==> src/rtl/mult_pkg.sv <==
// rtl/mult_pkg.sv - shared legal-range constants and sizing helper for the handshake multiplier
package mult_pkg;

    localparam int WIDTH_MIN  = 2;
    localparam int WIDTH_MAX  = 64;
    localparam int STAGES_MIN = 1;
    localparam int STAGES_MAX = 8;

    // Width able to count 0..STAGES+1 held entries
    function automatic int occ_width(input int stages);
        return $clog2(stages + 2);
    endfunction

endpackage

==> src/rtl/mult_core.sv <==
// rtl/mult_core.sv - combinational multiplier on (WIDTH+1)-bit extended operands
module mult_core #(
    parameter int WIDTH = 32
) (
    input  logic [WIDTH:0]       a,
    input  logic [WIDTH:0]       b,
    output logic [2*WIDTH-1:0]   p
);

    logic [2*WIDTH-1:0] a_x;
    logic [2*WIDTH-1:0] b_x;

    // Top bit of each operand carries the sign (or zero), so widening by it
    // makes the 2*WIDTH-bit truncated product exact in both modes.
    assign a_x = {{(WIDTH-1){a[WIDTH]}}, a};
    assign b_x = {{(WIDTH-1){b[WIDTH]}}, b};
    assign p   = a_x * b_x;

endmodule

==> src/rtl/mult_pipe_hs.sv <==
// rtl/mult_pipe_hs.sv - valid/ready pipelined multiplier with bubble collapse and tag sideband
module mult_pipe_hs
    import mult_pkg::*;
#(
    parameter int WIDTH  = 32,
    parameter int STAGES = 2,
    parameter int TAG_W  = 4
) (
    input  logic                          clk,
    input  logic                          rst_n,
    input  logic                          in_valid,
    output logic                          in_ready,
    input  logic                          in_signed,
    input  logic [WIDTH-1:0]              multiplicand,
    input  logic [WIDTH-1:0]              multiplier,
    input  logic [TAG_W-1:0]              in_tag,
    output logic                          out_valid,
    input  logic                          out_ready,
    output logic [2*WIDTH-1:0]            product,
    output logic [TAG_W-1:0]              out_tag,
    output logic [occ_width(STAGES)-1:0]  occupancy
);

    localparam int OCC_W = occ_width(STAGES);
    localparam int PW    = 2 * WIDTH;

    if (WIDTH < WIDTH_MIN || WIDTH > WIDTH_MAX) begin : g_bad_width
        $error("mult_pipe_hs: WIDTH out of range");
    end
    if (STAGES < STAGES_MIN || STAGES > STAGES_MAX) begin : g_bad_stages
        $error("mult_pipe_hs: STAGES out of range");
    end

    logic [STAGES:0]    vld;
    logic [STAGES:0]    load;

    logic               s0_signed;
    logic [WIDTH-1:0]   s0_a;
    logic [WIDTH-1:0]   s0_b;
    logic [TAG_W-1:0]   s0_tag;

    logic [PW-1:0]      pdata [1:STAGES];
    logic [TAG_W-1:0]   ptag  [1:STAGES];
    logic [PW-1:0]      core_p;

    // A slot may load when it is empty or its own contents move on this cycle
    always_comb begin
        load = '0;
        load[STAGES] = !vld[STAGES] || out_ready;
        for (int i = STAGES - 1; i >= 0; i--) begin
            load[i] = !vld[i] || load[i+1];
        end
    end

    assign in_ready = load[0];

    mult_core #(.WIDTH(WIDTH)) u_core (
        .a ({s0_signed & s0_a[WIDTH-1], s0_a}),
        .b ({s0_signed & s0_b[WIDTH-1], s0_b}),
        .p (core_p)
    );

    // Data registers only move when real data arrives, so an empty output
    // slot never disturbs product.
    always_ff @(posedge clk or negedge rst_n) begin
        if (!rst_n) begin
            vld       <= '0;
            s0_signed <= 1'b0;
            s0_a      <= '0;
            s0_b      <= '0;
            s0_tag    <= '0;
            for (int i = 1; i <= STAGES; i++) begin
                pdata[i] <= '0;
                ptag[i]  <= '0;
            end
        end else begin
            if (load[0]) begin
                vld[0] <= in_valid;
                if (in_valid) begin
                    s0_signed <= in_signed;
                    s0_a      <= multiplicand;
                    s0_b      <= multiplier;
                    s0_tag    <= in_tag;
                end
            end
            if (load[1]) begin
                vld[1] <= vld[0];
                if (vld[0]) begin
                    pdata[1] <= core_p;
                    ptag[1]  <= s0_tag;
                end
            end
            for (int i = 2; i <= STAGES; i++) begin
                if (load[i]) begin
                    vld[i] <= vld[i-1];
                    if (vld[i-1]) begin
                        pdata[i] <= pdata[i-1];
                        ptag[i]  <= ptag[i-1];
                    end
                end
            end
        end
    end

    assign out_valid = vld[STAGES];
    assign product   = pdata[STAGES];
    assign out_tag   = ptag[STAGES];

    always_comb begin
        occupancy = '0;
        for (int i = 0; i <= STAGES; i++) begin
            occupancy = occupancy + OCC_W'(vld[i]);
        end
    end

endmodule

==> config.mk <==
export PLATFORM = sky130hd
export DESIGN_NAME = mult_pipe_hs
export DESIGN_NICKNAME = d
export VERILOG_FILES = /design/src/rtl/mult_pkg.sv /design/src/rtl/mult_core.sv /design/src/rtl/mult_pipe_hs.sv
export SDC_FILE = /design/constraint.sdc
export NUM_CORES = 2
export LEC_CHECK = 0
export CORE_ASPECT_RATIO = 1.5
export CORE_UTILIZATION = 55
export CTS_CLUSTER_SIZE = 40
export DETAILED_ROUTE_END_ITERATION = 8
export PLACE_DENSITY = 0.82
export SYNTH_ARGS = -nofsm -noshare
export SYNTH_HDL_FRONTEND = slang
export SYNTH_SLANG_ARGS = --single-unit
==> constraint.sdc <==
create_clock -name clk -period 15.36 [get_ports clk]
set_clock_uncertainty 0.2 [all_clocks]
set_input_delay 4.608 -clock clk [delete_from_list [all_inputs] [get_ports clk]]
set_output_delay 4.608 -clock clk [all_outputs]
set_load 0.02 [all_outputs]
==> results.cfg <==
[clocking]
clock_latency_ns = 0.66
clock_path_buffers = 3
numCtsBuffers = 23
cts.sinks = 208
htree_levels = 1
root_buffer = clkbuf_16
cts_tree = built
clk_pin_slew_ns = 0.06
cts_hold_buffers = 0
cts_resized = 0
cts_setup_buffers = 0

[detailed_routing]
wire_per_inst_um = 22.2
ant_nets = 0
first_pass_iters = 8
drt-total-wl_um = 129000
drc = 1
via_per_inst = 5.73
first_iter_violations = 2240
num_vias = 33200

[setup_path]
r2r_setup_slack_ns = 5.57
r2r-start = s0_signed
cp_max_fo = 3
worstSetupEndpointType = output port
crit_required_ns = 10.55
reg2reg_to = pdata[125]
crit_arrival_ns = 5.96
start_kind = input port
r2r_cells = 25
crit_type = in2out

[run_status]
violations = DRC
outcome = finished, violations left

[die]
core_mm2 = 0.0826
die_w_um = 238
fp.dieH_um = 356
rows = 129
start_util_pct = 55.7
dieArea_mm2 = 0.0849
io_pins = 145

[cells_and_area]
n_fill_cell = 6785
antenna_cells = 0
syn_to_final_growth_pct = 5.72
drive_above_1_share_pct = 6.16
final_common_cell = fa_1
final_cell_mix = fa_1, inv_1, nand2_1, and2_1, ha_1
finalInstanceArea_mm2 = 0.0487
finalNetCount = 6083

[global_route]
grt_pass1_wl_um = 202000
grt_usage_pct = 32.0
antenna_found_initial = 4
grt_max_degree = 77
grt_pass1_vias = 37700
grt.overflow.total = 0

[timing]
min_period_ns = 10.77
hold_viol = 0
fin_crit_sh_pct = 70.1
final.setup.tns_ns = 0
rsz0062_at_grt = false
finalMaxSlewViolations = 0
setup_viol = 0
worstMarginPinSlew_ns = 1.10
clock.fmax_mhz = 92.8
slew_headroom_pct = 26.6

[place]
dpl.hpwl_um = 96600
postPlaceCellArea_mm2 = 0.0479
place.port_buffers = 144
gp_congestion = 0.962

[synth]
synth_area_mm2 = 0.0461
synth_nets = 6182
ys_ff_latch = 208
synth_edf_count = 0
synth_mux_area_share_pct = 3.40
synthSimpleGateAreaFrac_pct = 13.4
synth-main-ff-cell = dfrtp_1
synth_top_family_by_area = adder cells
synth-seq-area-share_pct = 11.3
synthArstFlopShare_pct = 100
syn_avg_cell_area_um2 = 9.66
synth-compound-area-share_pct = 3.56
synthAdderAreaFrac_pct = 54.7
ys_warn_count = 0
yosysUniqueCellTypes = 74
synth_xor_area_share_pct = 1.43
syn_inst = 4771

[job]
max_cap_viol_count = 0

[hold_path]
worst_hold_path.endpoint = pdata[101]
hp-class = reg2reg
hold_start = pdata[101]
min_delay_path_depth = 2
[cell usage after synthesis, types with 12 or more instances]
| master | number | area [um2] |
|---|---|---|
| nand2_1 | 828 | 3110 |
| o21ai_1 | 18 | 90.1 |
| nor2_1 | 54 | 203 |
| a21o_1 | 30 | 225 |
| o21ai_0 | 61 | 305 |
| clkbuf_1 | 238 | 893 |
| ha_1 | 212 | 2650 |
| nand3_1 | 16 | 80.1 |
| mux2_2 | 138 | 1550 |
| xor2_1 | 26 | 228 |
| dfrtp_1 | 208 | 5200 |
| fa_1 | 1126 | 22500 |
| inv_1 | 1103 | 4140 |
| xnor2_1 | 49 | 429 |
| buf_1 | 12 | 45.0 |
| buf_4 | 68 | 510 |
| a21oi_1 | 64 | 320 |
| and2_1 | 352 | 2200 |
| and3_1 | 26 | 163 |
| nand4_1 | 13 | 81.3 |
[kinds of logic (layout without fill, tap and decap cells)]
group,after synthesis,in the layout
XOR/XNOR,75,75
AND/OR/NAND/NOR,1338,1338
flip-flops,208,208
adder cells (fa/ha/maj),1338,1338
AO/OA/AOI/OAI,243,243
multiplexers,139,139
buffers and inverters,1430,1348
[through the flow]
step	std cells	setup WS (ns)	hold slack (ns)	utilization (%)
floorplan	4771	5.59	0.233	-
global placement	5760	4.61	0.243	58.0
detailed placement	5760	4.59	0.256	58.0
CTS	5802	4.59	0.270	58.9
global route	5802	4.51	0.299	58.9
finish	5802	4.59	0.268	58.9
[state kept, by name (all words and copies together) (netlist names)]
register / cells
out_tag: 4
s0_b: 32
s0_signed: 1
ptag: 4
s0_tag: 4
product: 64
vld: 3
pdata: 64
s0_a: 32
[cell type report]
| class | instances | area, um2 | share of cell area, % |
|---|---|---|---|
| clock buffer | 34 | 687 | 1.41 |
| timing repair buffer | 203 | 1890 | 3.88 |
| tap | 1113 | 1390 | 2.86 |
| multi-input combinational | 3133 | 35300 | 72.4 |
| sequential | 208 | 5230 | 10.7 |
| inverter | 1103 | 4140 | 8.50 |
| clock inverter | 8 | 116 | 0.239 |
[worst max-delay path by stage]
| stage | from | depth (start not counted) | slack [ns] | endpoint |
|---|---|---|---|---|
| detailed placement | out_ready | 4 | 4.59 | in_ready |
| global placement | out_ready | 4 | 4.61 | in_ready |
| floorplan | out_ready | 2 | 5.59 | in_ready |
| CTS | out_ready | 4 | 4.59 | in_ready |
| global route | out_ready | 4 | 4.51 | in_ready |
| finish | out_ready | 4 | 4.59 | in_ready |
[layer usage]
layer  GRT usage [%]  share of wire (%)  vias to the layer above
li1                -                  -                    13500
met1            31.2                 29                    17100
met2            56.4                 52                     1821
met3            7.27                8.6                      840
met4            28.7                 11                        4
met5               0              0.018                        -
[worst max-delay path, stage by stage]
cell and delay [ns]:
clkdlybuf4s50_1 0.43, nor2b_1 0.15, nand3_1 0.19, clkdlybuf4s50_1 0.59
Power is left out: the tool's default activity adds up to more than one toggle a clock period on the data nets, which glitch-free logic cannot reach.
